[src/rtl/lsu_load.sv]
// Load unit: issues word-aligned data-memory reads, extracts and extends the addressed lane.
// Optional response timeout is enabled by defining LSU_LOAD_TIMEOUT_EN.
module lsu_load #(
  parameter int unsigned TIMEOUT_CYCLES = 16
) (
  input  logic        clk_i,
  input  logic        rst_i,
  input  logic        mem_read_i,
  input  logic [2:0]  funct3_i,
  input  logic [31:0] addr_i,
  output logic        d_req_o,
  output logic [31:0] d_addr_o,
  input  logic        d_gnt_i,
  input  logic [31:0] d_rdata_i,
  input  logic        d_rvalid_i,
  output logic [31:0] rdata_o,
  output logic        valid_o,
  output logic        err_o,
  output logic        busy_o
);

  localparam int unsigned BYTE_W = 8;
  localparam int unsigned HALF_W = 16;
  localparam int unsigned WORD_W = 32;

  localparam logic [2:0] F3_LB  = 3'b000;
  localparam logic [2:0] F3_LH  = 3'b001;
  localparam logic [2:0] F3_LW  = 3'b010;
  localparam logic [2:0] F3_LBU = 3'b100;
  localparam logic [2:0] F3_LHU = 3'b101;

  typedef enum logic [1:0] {
    S_IDLE = 2'd0,
    S_REQ  = 2'd1,
    S_WAIT = 2'd2,
    S_DONE = 2'd3
  } state_t;

  state_t state;
  state_t state_nx;

  logic [2:0]          funct3_q;
  logic [1:0]          off_q;
  logic                fault_c;
  logic                accept_c;
  logic                capture_c;
  logic                abort_c;
  logic                timeout_c;
  logic [BYTE_W-1:0]   byte_c;
  logic [HALF_W-1:0]   half_c;
  logic [WORD_W-1:0]   ext_c;

  if (TIMEOUT_CYCLES == 0) begin : g_timeout_check
    $error("lsu_load: TIMEOUT_CYCLES must be at least 1");
  end

`ifdef LSU_LOAD_TIMEOUT_EN
  localparam int unsigned CNT_W = $clog2(TIMEOUT_CYCLES + 1);

  logic [CNT_W-1:0] wait_cnt;

  // Counts WAIT cycles without a response; held at zero outside WAIT so it clears on entry.
  always_ff @(posedge clk_i) begin
    if (rst_i || (state != S_WAIT)) begin
      wait_cnt <= '0;
    end else if (!d_rvalid_i) begin
      wait_cnt <= wait_cnt + CNT_W'(1);
    end
  end

  assign timeout_c = (wait_cnt == CNT_W'(TIMEOUT_CYCLES - 1));
`else
  assign timeout_c = 1'b0;
`endif

  // Misaligned or reserved load types fault without touching memory.
  always_comb begin
    fault_c = 1'b1;
    case (funct3_i)
      F3_LB, F3_LBU: fault_c = 1'b0;
      F3_LH, F3_LHU: fault_c = addr_i[0];
      F3_LW:         fault_c = |addr_i[1:0];
      default:       fault_c = 1'b1;
    endcase
  end

  // Lane select and sign/zero extension of the returned word.
  always_comb begin
    byte_c = d_rdata_i[7:0];
    case (off_q)
      2'd1:    byte_c = d_rdata_i[15:8];
      2'd2:    byte_c = d_rdata_i[23:16];
      2'd3:    byte_c = d_rdata_i[31:24];
      default: byte_c = d_rdata_i[7:0];
    endcase
    half_c = off_q[1] ? d_rdata_i[31:16] : d_rdata_i[15:0];
    ext_c  = d_rdata_i;
    case (funct3_q)
      F3_LB:   ext_c = {{(WORD_W - BYTE_W){byte_c[BYTE_W-1]}}, byte_c};
      F3_LBU:  ext_c = {{(WORD_W - BYTE_W){1'b0}}, byte_c};
      F3_LH:   ext_c = {{(WORD_W - HALF_W){half_c[HALF_W-1]}}, half_c};
      F3_LHU:  ext_c = {{(WORD_W - HALF_W){1'b0}}, half_c};
      default: ext_c = d_rdata_i;
    endcase
  end

  // Next-state logic.
  always_comb begin
    state_nx  = state;
    accept_c  = 1'b0;
    capture_c = 1'b0;
    abort_c   = 1'b0;
    case (state)
      S_IDLE: begin
        if (mem_read_i) begin
          accept_c = 1'b1;
          state_nx = fault_c ? S_DONE : S_REQ;
        end
      end
      S_REQ: begin
        if (d_gnt_i) begin
          state_nx = S_WAIT;
        end
      end
      S_WAIT: begin
        if (d_rvalid_i) begin
          capture_c = 1'b1;
          state_nx  = S_DONE;
        end else if (timeout_c) begin
          abort_c  = 1'b1;
          state_nx = S_DONE;
        end
      end
      S_DONE:  state_nx = S_IDLE;
      default: state_nx = S_IDLE;
    endcase
  end

  // State register and registered outputs, all derived from the next state.
  always_ff @(posedge clk_i) begin
    if (rst_i) begin
      state    <= S_IDLE;
      funct3_q <= 3'b000;
      off_q    <= 2'b00;
      d_req_o  <= 1'b0;
      d_addr_o <= '0;
      rdata_o  <= '0;
      valid_o  <= 1'b0;
      err_o    <= 1'b0;
      busy_o   <= 1'b0;
    end else begin
      state   <= state_nx;
      busy_o  <= (state_nx != S_IDLE);
      d_req_o <= (state_nx == S_REQ);
      valid_o <= (state_nx == S_DONE);
      if (accept_c) begin
        funct3_q <= funct3_i;
        off_q    <= addr_i[1:0];
        d_addr_o <= {addr_i[31:2], 2'b00};
        err_o    <= fault_c;
        if (fault_c) begin
          rdata_o <= '0;
        end
      end
      if (capture_c) begin
        rdata_o <= ext_c;
        err_o   <= 1'b0;
      end
      if (abort_c) begin
        rdata_o <= '0;
        err_o   <= 1'b1;
      end
    end
  end

endmodule

[config.mk]
export PLATFORM = sky130hd
export DESIGN_NAME = lsu_load
export DESIGN_NICKNAME = d
export VERILOG_FILES = /design/src/rtl/lsu_load.sv
export SDC_FILE = /design/constraint.sdc
export NUM_CORES = 1
export LEC_CHECK = 0
export ABC_AREA = 1
export BUFFER_PORTS_ARGS = -buffer_cell sky130_fd_sc_hd__buf_2
export CAP_MARGIN = 0
export CORE_MARGIN = 1.5
export CORE_UTILIZATION = 43
export CTS_CLUSTER_SIZE = 28
export DETAILED_ROUTE_END_ITERATION = 8
export PLACE_DENSITY = 0.82
export SLEW_MARGIN = 15
export SYNTH_ARGS = -nofsm -noshare
export SYNTH_HDL_FRONTEND = slang
export SYNTH_SLANG_ARGS = --single-unit
[constraint.sdc]
create_clock -name clk_i -period 1.3 [get_ports clk_i]
set_clock_uncertainty 0.1 [all_clocks]
set_input_delay 0.13 -clock clk_i [delete_from_list [all_inputs] [get_ports clk_i]]
set_output_delay 0.13 -clock clk_i [all_outputs]
set_load 0.02 [all_outputs]
# After elaboration in Yosys (flattened, before gate mapping)
# Index checks and enable logic that the tools add are counted.
# totals
register_bits,73
latch_bits,0
ram_bits,0
rom_bits,0
input_bits,72
output_inout_bits,68
word_cells,51
memories,0
# op_classes
addsub,0
n_mul,0
div_mod_pow,0
magnitude_cmp,0
eq_ne,15
shifts,0
muxes,16
n_bitwise,0
reduce_logical,11
# ops
cell,count
$pmux W32 S4,1
$mux W32,3
$pmux W8 S3,1
$mux W16,1
$eq A3 B3 Y1 const B,4
$eq A2 B2 Y1 const B,5
$mux W2,4
$pmux W2 S4,1
$reduce_or A2 Y1,4
$eq A2 B1 Y1 const B,3
$eq A3 B1 Y1 const B,2
$logic_not A3 Y1,2
$reduce_bool A2 Y1,3
$mux W1,4
$eq A3 B2 Y1 const B,1
$pmux W1 S3,1
$logic_not A2 Y1,1
$reduce_and A2 Y1,1

# Logic depth before layout (Yosys ltp)
# depth
ltp_word,7
mapped_depth,9
depth_no_buf,8

# Least setup slack after synthesis
# OpenSTA, ideal clock, no wires.
# synth_timing
kind,register -> register
from,register state[0]
to,register rdata_o[25]
setup_time_ns,0.139
arrival_time_ns,1.115
required_ns,1.061
slack_ns,-0.054
path_stages_with_launch,10
path_buffers,1
period_less_slack_ns,1.354
cell_sequence,dfxtp_1 -> inv_2 -> nand2_1 -> nor2_4 -> nand3_1 -> nand2_1 -> inv_2 -> buf_4 -> nand2_1 -> a21oi_2
# synth_between
elab_chain_len,4
elab_cells_between_ends,8
classes_between,eq/ne: 1; mux: 3; reduce/logical: 4
# synth_rtl
item,line,rtl
from (decl),39,state_t state;
from (signal assigned),152,state <= state_nx;
$eq A2 B2 Y1 / $logic_not A2 Y1 (equally long branches),113,case (state)
$mux W1,113,
$reduce_bool A2 Y1 (no source line),-,
$reduce_and A2 Y1 (no source line),-,
to (signal assigned),166,rdata_o <= ext_c;
to (decl),16,"output logic [31:0] rdata_o,"
# Several ways; a longest one is shown, not always the timed one.
# A chain may end at the register's enable or synchronous reset.

# Final worst setup path
# layout_timing
from,register off_q[1]
to,register rdata_o[26]
# layout_between
elab_chain_len,4
elab_cells_between_ends,7
classes_between,eq/ne: 3; mux: 4
# layout_rtl
item,line,rtl
from (decl),43,logic [1:0] off_q;
from (signal assigned),158,off_q <= addr_i[1:0];
$eq A2 B2 Y1 / $eq A2 B1 Y1 (equally long branches),90,case (off_q)
$pmux W8 S3,90,
$pmux W32 S4 *,98,case (funct3_q)
$mux W32 *,165,if (capture_c) begin
# Mark *: on every way between the ends. The rest lies on a longest branch, timed or not.

==> summary.txt <==
Detailed routing
  – DR WL/cell: between 15 and 20 µm
  – DRC: 0
  – Detailed-route vias per instance: 5.29
  – Total wire length: 13.0 mm
  – Count of TritonRoute iterations in the first routing pass: 7
  – Detailed Route Iter0 Violations: 314
  – Antenna-violating nets left: 0
  – Routed vias: 4149

Pwr
  – Cell area power density: 1240 nW/µm²
  – Switching share of total power: 36.1%
  – Clk network pwr share: a little over a quarter
  – Sequential share of power: between 30% and 40%
  – Power share of the combinational group: 35.6%
  – Worst vdd ir: 810 µV
  – Switching Power: ~2.5 mW
  – P_leak: roughly 2.7 nW
  – Power consumption: around 6.9 mW
  – Int Pwr: 4.39 mW

Min path
  – End point of the most critical hold path: rdata_o[0]
  – Number of cells on the worst hold path: 5
  – Worst Min Path Start: d_rdata_i[0]
  – Worst min-delay path category: input port to flip-flop

CTS
  – Clock transition at the registers of the reported paths: 0.08 ns
  – Clock tree from TritonCTS: built
  – Number of clock sinks: 73
  – Root Buffer Master: sky130_fd_sc_hd__clkbuf_8
  – Number of buffers added by the clock tree synthesis step: 9
  – Number of levels the H-tree was split into: 3
  – Source-to-sink clock delay at the later pin of the worst-skew pair: 0.35 ns
  – Max Buffers Root-to-Sink: 2

Floorplan
  – Boundary pin count: 140
  – Die footprint: 8250 µm²
  – Effective utilization at floorplan: 45.0%
  – Overall die height: 90.8 µm
  – Area of the core: 7370 µm²
  – Number of rows in the core area: 31
  – Horizontal die dimension: 90.8 µm

Timing
  – Final-layout setup total negative slack: -3.66 ns
  – Fmax: 709 MHz
  – Min setup slack post-route: -0.111 ns
  – Clock period minus final worst setup slack: ~1.4 ns
  – Unrepaired setup endpoints after global routing: true
  – Final Hold Fails: 0
  – Final period utilization: 109%
  – Setup violations, final: 64
  – Final-report max-slew violation count: 0
  – Worst hold margin: 0.0338 ns

Cells and area
  – Total inserted antenna cells: 0
  – Most common library cell in the layout ignoring fill and taps: sky130_fd_sc_hd__buf_2
  – Fraction of final layout cells sized beyond drive strength 1: 47.2%
  – Area added between synthesis and finish: 66.4%
  – Finished Cell Area: 5520 µm²
  – Final core occ: 74.9%
  – Commonest cells after routing, fill and taps aside: sky130_fd_sc_hd__buf_2 (137), sky130_fd_sc_hd__nand2_1 (76), sky130_fd_sc_hd__nor2_1 (67), sky130_fd_sc_hd__dfxtp_1 (67), sky130_fd_sc_hd__a21oi_1 (40)
  – Layout net count: 752
  – Number of standard cells in the final layout excluding fillers: 784

Logic synthesis
  – Flops & latches, synth: 73
  – Synthesized area per cell: between 7 and 8 µm²
  – Post-synthesis sequential area ratio: between 40% and 50%
  – Number of distinct library cells after synthesis: 28
  – Synthesis Warnings: 0
  – Synth Cell Area: 3320 µm²
  – Number of instances in the synthesized netlist: 471

Critical path
  – Kind of launch point of the worst setup path: flip-flop
  – R2r worst-path depth: 8
  – Crit path max fanout: 8
  – WP data arrival: 1.55 ns
  – Reg-to-reg startpoint: off_q[1]
  – Worst-path cell chain: buf_6 > nand2_4 > o21ai_4 > a21oi_2 > buf_4 > nand2_8 > nand2_4 > a21oi_2
  – Reg2reg end: rdata_o[26]
  – Master of the slowest instance on the critical path: sky130_fd_sc_hd__dfxtp_4
  – Crit path from: off_q[1]
  – R2r setup slk: -0.11 ns
  – Largest stage delay on the critical path: 0.39 ns
  – Kind of critical path: flip-flop to flip-flop
  – Element type at the critical path end: flip-flop
  – Req. time, crit path: 1.44 ns

Placement
  – Worst slack at placement: -0.113 ns
  – Total half-perimeter wirelength after legalization and detailed placement: 7.10 mm
  – Placed Instances: 707
  – Routability Congestion: 0.888
  – Placed Instance Area: approximately 4300 µm²
  – Number of input and output port buffers inserted: 137

Global routing
  – Maximum number of pins on one net before global-route repair: 37
  – Via count of the first global-routing pass: 3975
  – Total overflow reported by the global router: 0
  – Initial antenna violation count: 0
  – GRT Util Overall: a little over a quarter
  – Wire length of the first global-routing pass: roughly 18 mm

Status
  – Run status: finished, violations left
  – Violations in the final reports: negative setup slack

Run
  – Number of maximum-capacitance constraint violations: 0
-- worst max-delay path by stage --
| stage | cells after the start | end | slack (ns) |
|---|---|---|---|
| global placement | 7 | rdata_o[18] | -0.04 |
| floorplan | 9 | rdata_o[25] | -0.03 |
| finish | 8 | rdata_o[26] | -0.11 |
| global route | 9 | rdata_o[15] | -0.16 |
| detailed placement | 6 | rdata_o[13] | -0.11 |
| CTS | 9 | rdata_o[13] | -0.06 |
-- cells in the mapped netlist (all sizes together) --
cell	number	share of area, %
o21bai	1	0.23
buf	15	3.5
o21ai	50	7.7
o211ai	1	0.23
nand3	8	1.5
o311ai	1	0.26
dfxtp	73	44
nor2	90	10
conb	1	0.11
clkinv	1	0.15
inv	36	4.1
a21oi	57	10
clkbuf	13	1.5
nand4	10	1.9
nand2	114	14
-- per-layer routing --
metal	routed length [µm]	vias up	global-route usage, %
li1	-	1922	-
met1	4660	1911	30.1
met2	6570	259	48.1
met3	1170	57	6.73
met4	562	0	15.2
met5	0	-	0
-- cells by family (layout without fill, tap and decap cells) --
group / after synthesis / in the layout / synth area share (%)
flip-flops: 73 / 73 / 44.0
AO/OA/AOI/OAI: 110 / 110 / 18.4
buffers and inverters: 65 / 277 / 9.20
AND/OR/NAND/NOR: 222 / 223 / 28.2
other: 1 / 2 / 0.113
-- worst max-delay path, delay by kind of cell, from the launching register on --
family,cells,cell delay (ns)
AO/OA/AOI/OAI,3,0.26
AND/OR/NAND/NOR,3,0.24
buffers and inverters,2,0.30
flip-flops,1,0.39
-- state kept, by name, indices dropped and copies added (netlist names) --
register,count
d_req_o,1
d_addr_o,30
err_o,1
busy_o,1
state,2
rdata_o,32
off_q,2
funct3_q,3
valid_o,1
-- power groups by stage --
stage	clock [mW]	sequential [mW]	combinational (mW)
final	1.82	2.60	2.44
after global routing	1.92	2.62	2.59
after CTS	1.81	2.56	1.98
after detailed placement	0	2.59	1.67
after global placement	0	2.59	1.62
after floorplan	0	2.81	0.875
-- final cells by class --
type                            count  area [µm²]
Multi-Input combinational cell    335        1880
Fill cell                         511        1850
Timing Repair Buffer              224        1680
Sequential cell                    73        1480
Inverter                           37         165
Clock buffer                       10         128
Tap cell                           99         124
Clock inverter                      6        66.3
-- repair_timing --
action,in CTS,in global routing
buffers inserted,9,8
hold endpoints to repair,36,0
pin swaps,12,37
hold buffers,36,0
setup endpoints to repair,34,69
resized for setup,38,106
gates cloned,2,7
(Power assumes the default switching activity.)
